--- src/rtl/agc_sum_distributor.sv ---
// agc_sum_distributor: spreads each block sum over N fast-rate samples whose total equals the sum,
// using a one-entry pending buffer so that back-to-back blocks are emitted without a bubble.
module agc_sum_distributor #(
    parameter int IN_W   = 15,
    parameter int OUT_W  = 12,
    parameter int LOG2_N = 3
) (
    input  logic             i_clk,
    input  logic             i_rst,
    input  logic [IN_W-1:0]  i_sum,
    input  logic             i_sum_valid,
    output logic             o_sum_ready,
    output logic [OUT_W-1:0] o_sample,
    output logic             o_sample_valid,
    input  logic             i_sample_ready,
    output logic             o_first,
    output logic             o_last,
    output logic             o_sat
);
    localparam int N = 1 << LOG2_N;
    localparam int CW = IN_W + OUT_W + 1;
    localparam logic [CW-1:0] SAT_MAX = CW'((2 ** OUT_W - 1) * N);
    logic            act_v, pend_v;
    logic [IN_W-1:0] act_s, pend_s;
    logic [LOG2_N:0] idx, r;
    logic [OUT_W:0]  q, beat;
    logic            sat, last, fire_in, fire_out, free;
    assign q = (OUT_W + 1)'(act_s >> LOG2_N);
    assign r = (LOG2_N + 1)'(act_s & IN_W'(N - 1));
    assign beat = q + (OUT_W + 1)'(idx < r);
    assign sat = CW'(act_s) > SAT_MAX;
    assign last = idx == (LOG2_N + 1)'(N - 1);
    assign fire_in = i_sum_valid && o_sum_ready;
    assign fire_out = act_v && i_sample_ready;
    assign free = !act_v || (fire_out && last);
    assign o_sum_ready = !pend_v;
    assign o_sample_valid = act_v;
    // Outputs derive only from registered state, so they hold while the sink stalls.
    assign o_sample = !act_v ? '0 : (sat || beat[OUT_W]) ? '1 : beat[OUT_W-1:0];
    assign o_first = act_v && idx == '0;
    assign o_last = act_v && last;
    assign o_sat = act_v && sat;
    always_ff @(posedge i_clk or negedge i_rst) begin
        if (!i_rst) begin
            act_v  <= 1'b0;
            pend_v <= 1'b0;
            act_s  <= '0;
            pend_s <= '0;
            idx    <= '0;
        end else if (free) begin
            idx <= '0;
            if (pend_v) begin
                act_s  <= pend_s;
                act_v  <= 1'b1;
                pend_v <= 1'b0;
            end else if (fire_in) begin
                act_s <= i_sum;
                act_v <= 1'b1;
            end else begin
                act_v <= 1'b0;
            end
        end else begin
            if (fire_out) idx <= idx + 1'b1;
            if (fire_in) begin
                pend_s <= i_sum;
                pend_v <= 1'b1;
            end
        end
    end
endmodule

--- config.mk ---
export PLATFORM = sky130hd
export DESIGN_NAME = agc_sum_distributor
export DESIGN_NICKNAME = d
export VERILOG_FILES = /design/src/rtl/agc_sum_distributor.sv
export SDC_FILE = /design/constraint.sdc
export NUM_CORES = 1
export LEC_CHECK = 0
export BUFFER_PORTS_ARGS = -buffer_cell sky130_fd_sc_hd__buf_2
export CELL_PAD_IN_SITES_DETAIL_PLACEMENT = 1
export CELL_PAD_IN_SITES_GLOBAL_PLACEMENT = 1
export CORE_ASPECT_RATIO = 1.4
export CORE_MARGIN = 5
export CORE_UTILIZATION = 39
export CTS_BUF_LIST = sky130_fd_sc_hd__clkbuf_4 sky130_fd_sc_hd__clkbuf_8 sky130_fd_sc_hd__clkbuf_16
export CTS_CLUSTER_DIAMETER = 150
export DETAILED_ROUTE_END_ITERATION = 10
export PLACE_DENSITY = 0.8
export SKIP_CTS_REPAIR_TIMING = 1
export SLEW_MARGIN = 20
export SYNTH_ARGS = -nofsm -noshare
export SYNTH_HDL_FRONTEND = slang
export SYNTH_SLANG_ARGS = --single-unit
--- constraint.sdc ---
create_clock -name i_clk -period 2.1 [get_ports i_clk]
set_clock_uncertainty 0.05 [all_clocks]
set_input_delay 0.21 -clock i_clk [delete_from_list [all_inputs] [get_ports i_clk]]
set_output_delay 0.21 -clock i_clk [all_outputs]
set_load 0.005 [all_outputs]
Word level (Yosys, flattened, before mapping) --
Index checks and enable logic that the tools add are counted.
Operators by class: add/sub/neg operators 2, order comparisons 2, equal/unequal tests 1, muxes and demuxes 10, bitwise logic cells 1, reduce and logical (&&, ||, !) cells 16
Operators with widths (number):
- $mux 15 | 2
- $mux 12 | 2
- $gt 15x15->1 const B | 1
- $add 12x1->13 | 1
- $mux 4 | 2
- $logic_and 1x1->1 | 6
- $reduce_bool 2->1 | 3
- $add 4x1->4 const B | 1
- $eq 4x3->1 const B | 1
- $logic_not 4->1 | 1
- $lt 4x3->1 | 1
- $mux 1 | 4
- $reduce_and 2->1 | 2
- $logic_not 1->1 | 2
- $logic_or 1x1->1 | 2
- $not 1->1 | 1
Storage, ports and cells: register bits after elaboration 36, bits of input ports 19, output and inout bits 17, word-level logic and storage cells 37

Longest topological paths before layout --
Gate-level depths: netlist of the first run.
word-level depth 5, gate-level depth with buffers 10, gate-level depth less buffers 10

Least setup slack after synthesis of the first run --
No wires, ideal clock.
kind flip-flop to output port, start point register idx[1], end point output port o_sample[6], arrival 1.991 ns, data required time 1.840 ns, slack -0.151 ns, cell stages (with the launch flop) 10, path buffers 0, path through dfrtp_1 -> ha_1 -> a21o_1 -> a211oi_1 -> ha_1 -> ha_1 -> and2_1 -> a41o_1 -> o21ai_0 -> a21oi_2
On the way: word-level cells in the longest chain between the ends 5
RTL lines:
- from (decl) | line 25 | logic [LOG2_N:0] idx, r;
- from (signal assigned) | line 63 | if (fire_out) idx <= idx + 1'b1;
- $lt 4x3->1 (*) | line 30 | assign beat = q + (OUT_W + 1)'(idx < r);
- $add 12x1->13 (*) | line 30
- $logic_or 1x1->1 | line 39 | assign o_sample = !act_v ? '0 : (sat || beat[OUT_W]) ? '1 : beat[OUT_W-1:0];
- $mux 12 (*) (2 in series) | line 39
- to (decl) | line 13 | output logic [OUT_W-1:0] o_sample,
Every way passes the cells marked *; elsewhere a longest branch is shown, timed or not.

Worst setup path in the final report of the first run --
start point register act_s[1], end point output port o_sample[6]
On the way: word-level cells in the longest chain between the ends 5, elaborated cells between the ends (all ways) 6, those cells by class add/sub: 1; order compare: 2; mux: 2; reduce/logical: 1
RTL lines:
- from (decl) | line 24 | logic [IN_W-1:0] act_s, pend_s;
- from (signal assigned) | line 53 | act_s <= pend_s;
- from (signal assigned) | line 57 | act_s <= i_sum;
- $lt 4x3->1 | line 30
- $add 12x1->13 | line 30
- $logic_or 1x1->1 | line 39
- $mux 12 (*) (2 in series) | line 39
Marked as above.

==> flow_metrics.tcl, run 1 <==
set metrics [dict create \
    status "finished, violations left" \
    violations "negative hold slack, negative setup slack" \
    syn2layout_area_growth_pct 25.2 \
    io_buffer_count 35 \
    slowest_delay_ns 0.39 \
    yosys_warnings 0 \
    first_iter_violations 35 \
    ys_seq_area_frac 0.438 \
    cts_tree "yes" \
    synth_ff_type "dfrtp_1" \
    ys_types 33 \
    path_cells "inv_2 -> ha_4 -> a21o_1 -> a211oi_2 -> ha_2 -> ha_4 -> and2_4 -> a41o_1 -> o21ai_2 -> a21oi_2 -> buf_2" \
    ir_drop_v 0.000641 \
    placedCellCount 298 \
    wl_per_cell_um 15.8 \
    clk-insertion-delay-late_ns 0.28 \
    fin_cells 307 \
    netSwitchingPower_mw 1.43 \
    power_frac_seq 0.355 \
    setup_ws_ns -0.567 \
    sw_frac_of_total 0.373 \
    drive_gt1_frac 0.427 \
    num_vias 1552 \
    root_buffer "clkbuf_8" \
    slew_headroom 0.471 \
    die_w_um 71.4 \
    finalWirelength_mm 4.85 \
    drv_cap 0 \
    synthArstFlopShare 1.00 \
    dp.final_hpwl_mm 3.52 \
    cts_num_sinks 36 \
    p_leak_nw 1.28 \
    clk_pin_slew_worst_paths_ns 0.08 \
    grt_setup_unrepaired "yes" \
    intPower_mw 2.40 \
    htree_levels 2 \
    crit_top_cell "ha_4" \
    postSynthAreaPerCell_um2 10.8 \
    crit_type "flop to primary output" \
    fmax_ghz 0.375 \
    synth_edf_count 0 \
    viasPerCell 5.06 \
    cp-end-kind "primary output" \
    fp.dieArea_um2 6840 \
    critPathMaxFanout 3 \
    crit_family "compound AO/OA/AOI/OAI gates" \
    gp_congestion 0.793 \
    worst-endpoint-arrival_ns 2.41 \
    ys_ff_latch 36 \
    clockPowerShare 0.159 \
    fin_hold_ws_ns -0.0443 \
    final_max_slew_viol_count 0 \
    syn-num-nets 215 \
    boundaryPins 36 \
    p_comb_frac 0.486 \
    setup_viol 12 \
    drcViolationCount 0 \
    overflow 0 \
    cts_inserted_buffers 5 \
    start_kind "flop" \
    grt_pass1_wl_mm 7.87 \
    synthCells 190 \
    hold_class "input pin to async pin" \
    min_period_over_period 1.27 \
    core-area_um2 5160 \
    antenna_cells 0 \
    required_ns 1.84 \
    grt_antenna_before_repair 0 \
    crit_buf_inv 2 \
    start_util 0.398 \
    dieHeight_um 95.9 \
    first_global_vias 1679 \
    worst_path_max_delay_cell "dfrtp_1" \
    grt_max_degree 37 \
    worst_pin_slew_ns 0.793 \
    first_pass_iters 4 \
    ant_nets 0 \
    rows 31 \
    power.density_nw_per_um2 1490 \
    nets 265 \
    hold_viol_final 36 \
    track_usage 0.147 \
    period_minus_slack_ns 2.67 \
    cts_buffer_depth 2 \
    syn_area_um2 2060 \
]
==> layer usage <==
metal,vias to the layer above,part of all wire,track usage
met5,-,0,0
met4,0,0.018,0.0564
met3,5,0.024,0.0240
met2,24,0.54,0.267
met1,762,0.42,0.171
li1,761,-,-
==> final cells by class <==
type	instances	area (um2)
Multi-Input combinational cell	136	1130
Clock inverter	2	35.0
Fill cell	570	2580
Sequential cell	36	901
Clock buffer	6	76.3
Tap cell	66	82.6
Inverter	10	37.5
Timing Repair Buffer	51	312
==> synthesized netlist by cell type, drive strengths merged (3+ instances only) <==
library cell / count / area, um2
a21oi: 30 / 191
mux2: 16 / 218
nand3: 4 / 20.0
dfrtp: 36 / 901
xnor2: 7 / 61.3
nand2: 10 / 37.5
inv: 9 / 33.8
nand4: 4 / 55.1
nor2: 23 / 86.3
nor3: 6 / 35.0
mux2i: 15 / 150
buf: 8 / 57.6
xor2: 3 / 26.3
ha: 6 / 75.1
==> path summary, 6_finish.rpt <==
path	end	from	slack, ns	cells past startpoint
hold / removal	pend_s[0]	i_rst	-0.04	1
min in group i_clk	pend_s[14]	i_sum[14]	0.11	2
setup reg to reg	pend_s[2]	idx[1]	0.22	5
setup / recovery	o_sample[6]	act_s[1]	-0.57	11
hold reg to reg	pend_s[1]	pend_s[1]	0.46	1
max in group asynchronous	act_s[3]	i_rst	1.54	1
==> cell usage in the layout (no fill, tap or decap), drive strengths merged, types with 2 or more instances in the layout <==
master,n
xor2,3
mux2,16
inv,9
nor2,23
nand4,4
o21ai,2
ha,6
clkbuf,6
nand2,10
mux2i,15
a21oi,30
dfrtp,36
clkinv,2
nand3,4
xnor2,7
buf,51
nor3,6
==> per-stage QoR <==
| stage | instance area [um2] | TNS, ns | utilization | worst slack (ns) | total power [mW] |
|---|---|---|---|---|---|
| 3_3_place_gp | 2400 | -1.68 | 0.466 | -0.170 | 3.03 |
| 3_5_place_dp | 2400 | -2.29 | 0.466 | -0.228 | 3.12 |
| 2_1_floorplan | 2080 | -0.0590 | - | -0.0186 | 2.46 |
| 5_1_grt | 2570 | -7.85 | 0.499 | -0.697 | 4.13 |
| 4_1_cts | 2510 | -6.62 | 0.488 | -0.592 | 3.77 |
| 6_report | 2570 | -6.44 | 0.499 | -0.567 | 3.83 |
==> flip-flops by register name (all words and copies together), names as in the netlist <==
signal          count
act_s              15
idx                 4
pend_s             15
pend_v              1
o_sample_valid      1
==> power groups by stage <==
stage	Combinational, mW	Sequential, mW	Clock (mW)
final	1.86	1.36	0.610
after global placement	1.71	1.32	0
after global routing	2.07	1.41	0.653
after CTS	1.80	1.35	0.623
after floorplan	1.18	1.28	0
after detailed placement	1.76	1.36	0
==> kinds of logic after synthesis <==
family,Yosys count,share of synthesized area
AOI/OAI and AO/OA,35,0.112
DFF,36,0.438
and+or+nand+nor,54,0.145
adders and majority gates,6,0.0365
muxes,31,0.179
buffers and inverters,18,0.0463
xor gates and xnor gates,10,0.0426
==> worst register-to-register path, cell delays in order (launching register included) <==
cell	delay, ns
dfrtp_1	0.41
buf_4	0.17
ha_1	0.25
nand4b_4	0.15
nand4_4	0.33
mux2_2	0.40
Note: power is estimated with default switching activity, not from simulation.
==> inputs of run 2 (changes only) <==
- CORE_ASPECT_RATIO: 1.4 -> 1.25
==> run 2 against run 1 <==
  * The run still ends with negative hold slack, negative setup slack left
  * Worst hold slack better by 0.0067 ns
  * Global-route usage up 0.53 points
  * Critical path depth down 1
  * Combinational power down 3%
  * Die area down 0.17%
  * Count of clock-buffer cells in the layout unchanged
  * Utilization down 0.54 points
  * Critical endpoint is now o_sample[3]
  * Largest cell class unchanged
==> flow_metrics.tcl, run 2 (synthesized netlist as in run 1, its figures left out) <==
set metrics [dict create \
    place_worst_setup_slack_ns -0.245 \
    power.density_nw_per_um2 1430 \
    power_mw 3.62 \
    place_area_um2 2400 \
    grt_setup_unrepaired "yes" \
    antenna_cells 0 \
    first_global_vias 1693 \
    io_buffer_count 35 \
    drcViolationCount 0 \
    cts_buffer_depth 2 \
    finalWirelength_mm 4.71 \
    crit_type "flop to primary output" \
    rows 29 \
    cp-end-kind "primary output" \
    num_vias 1545 \
    violations "negative hold slack, negative setup slack" \
    wl_per_cell_um 15.6 \
    clk-insertion-delay-late_ns 0.28 \
    hold_viol_final 36 \
    first_pass_iters 4 \
    reg.largest.list "act_s (15), pend_s (15), idx (4)" \
    min_period_over_period 1.26 \
    nets 265 \
    critPathMaxFanout 5 \
    first_iter_violations 56 \
    gp_congestion 0.729 \
    period_minus_slack_ns 2.64 \
    p_leak_nw 1.27 \
    layout_commonest_cell "dfrtp_1" \
    grt_antenna_before_repair 0 \
    worst_pin_slew_ns 0.807 \
    setup_viol 12 \
    worst-endpoint-arrival_ns 2.38 \
    boundaryPins 36 \
    viasPerCell 5.12 \
    start_util 0.402 \
    cts_inserted_buffers 5 \
    required_ns 1.84 \
    setup_ws_ns -0.537 \
    cts_tree "yes" \
    drv_cap 0 \
    ant_nets 0 \
    fmax_ghz 0.379 \
    most-common-layout-cells "dfrtp_1 (36), buf_2 (35), nor2_1 (23), a21oi_1 (19), mux2i_1 (15)" \
    grt_pass1_wl_mm 8.09 \
    clk_pin_slew_worst_paths_ns 0.07 \
    cts_num_sinks 36 \
    ir_drop_v 0.000697 \
    slew_headroom 0.462 \
    status "finished, violations left" \
    fp.dieArea_um2 6830 \
    overflow 0 \
    dieHeight_um 91.2 \
    syn2layout_area_growth_pct 22.8 \
    fin_hold_ws_ns -0.0377 \
    track_usage 0.152 \
    design_area_um2 2520 \
    hold_class "input pin to async pin" \
    final_max_slew_viol_count 0 \
    grt_max_degree 37 \
    dp.final_hpwl_mm 3.59 \
    root_buffer "clkbuf_8" \
    die_w_um 74.9 \
    htree_levels 2 \
    drive_gt1_frac 0.417 \
    start_kind "flop" \
    core-area_um2 5120 \
]
-- run 2: changes by cell type in the layout (fill, tap and decap cells not counted) --
cell	delta
a21oi_1	+1
inv_1	+1
nand3_2	-1
ha_4	-1
ha_1	+1
nand2_2	+1
a21oi_2	-1
nor3_2	+1
nand3_1	+1
inv_2	-1
nor3_1	-1
nand2_1	-1
bufinv_16	-1
-- run 2: metrics by stage --
step / util / cells / TNS (ns)
final: 0.494 / 302 / -5.85
after global routing: 0.494 / 302 / -7.99
after CTS: 0.485 / 301 / -6.27
after detailed placement: 0.469 / 294 / -2.32
after global placement: 0.469 / 294 / -1.73
after floorplan: - / 190 / -0.0590
-- run 2: worst max-delay path, stage by stage (launching register included) --
cell and delay, ns:
dfrtp_1 0.35, inv_1 0.05, ha_1 0.28, a21o_1 0.17, a211oi_2 0.18, ha_2 0.24, nand3_1 0.22, buf_4 0.21
xor2_1 0.14, a21oi_2 0.14, buf_2 0.12
-- run 2: final cells by class --
class / count / area [um2]
flip-flops and latches: 36 / 901
multi-input cells: 136 / 1120
clock inverters: 1 / 5.00
fillers: 583 / 2590
clock buffers: 6 / 76.3
repair buffers: 51 / 312
well taps: 62 / 77.6
inverters: 10 / 37.5
-- run 2: path summary, 6_finish.rpt --
path / from / to / slack [ns] / cells past startpoint
worst min register to register: pend_s[7] / pend_s[7] / 0.46 / 1
max in group asynchronous: i_rst / pend_s[13] / 1.52 / 1
worst min-delay path: i_rst / idx[3] / -0.04 / 1
worst max register to register: idx[1] / pend_s[9] / 0.25 / 5
worst max-delay path: act_s[1] / o_sample[3] / -0.54 / 10
min in group i_clk: i_sum[5] / pend_s[5] / 0.12 / 2
-- run 2: routing by layer --
metal	vias to the layer above	wire, um	GRT usage
met5	-	0	0
met4	0	82	0.0593
li1	759	-	-
met1	756	2010	0.198
met3	7	176	0.0309
met2	23	2440	0.243
-- run 2: where the power goes --
part | switching [mW] | leakage, nW | internal (mW)
Clock | 0.224 | 0.0445 | 0.238
Combinational | 0.828 | 0.802 | 0.986
Sequential | 0.318 | 0.420 | 1.02
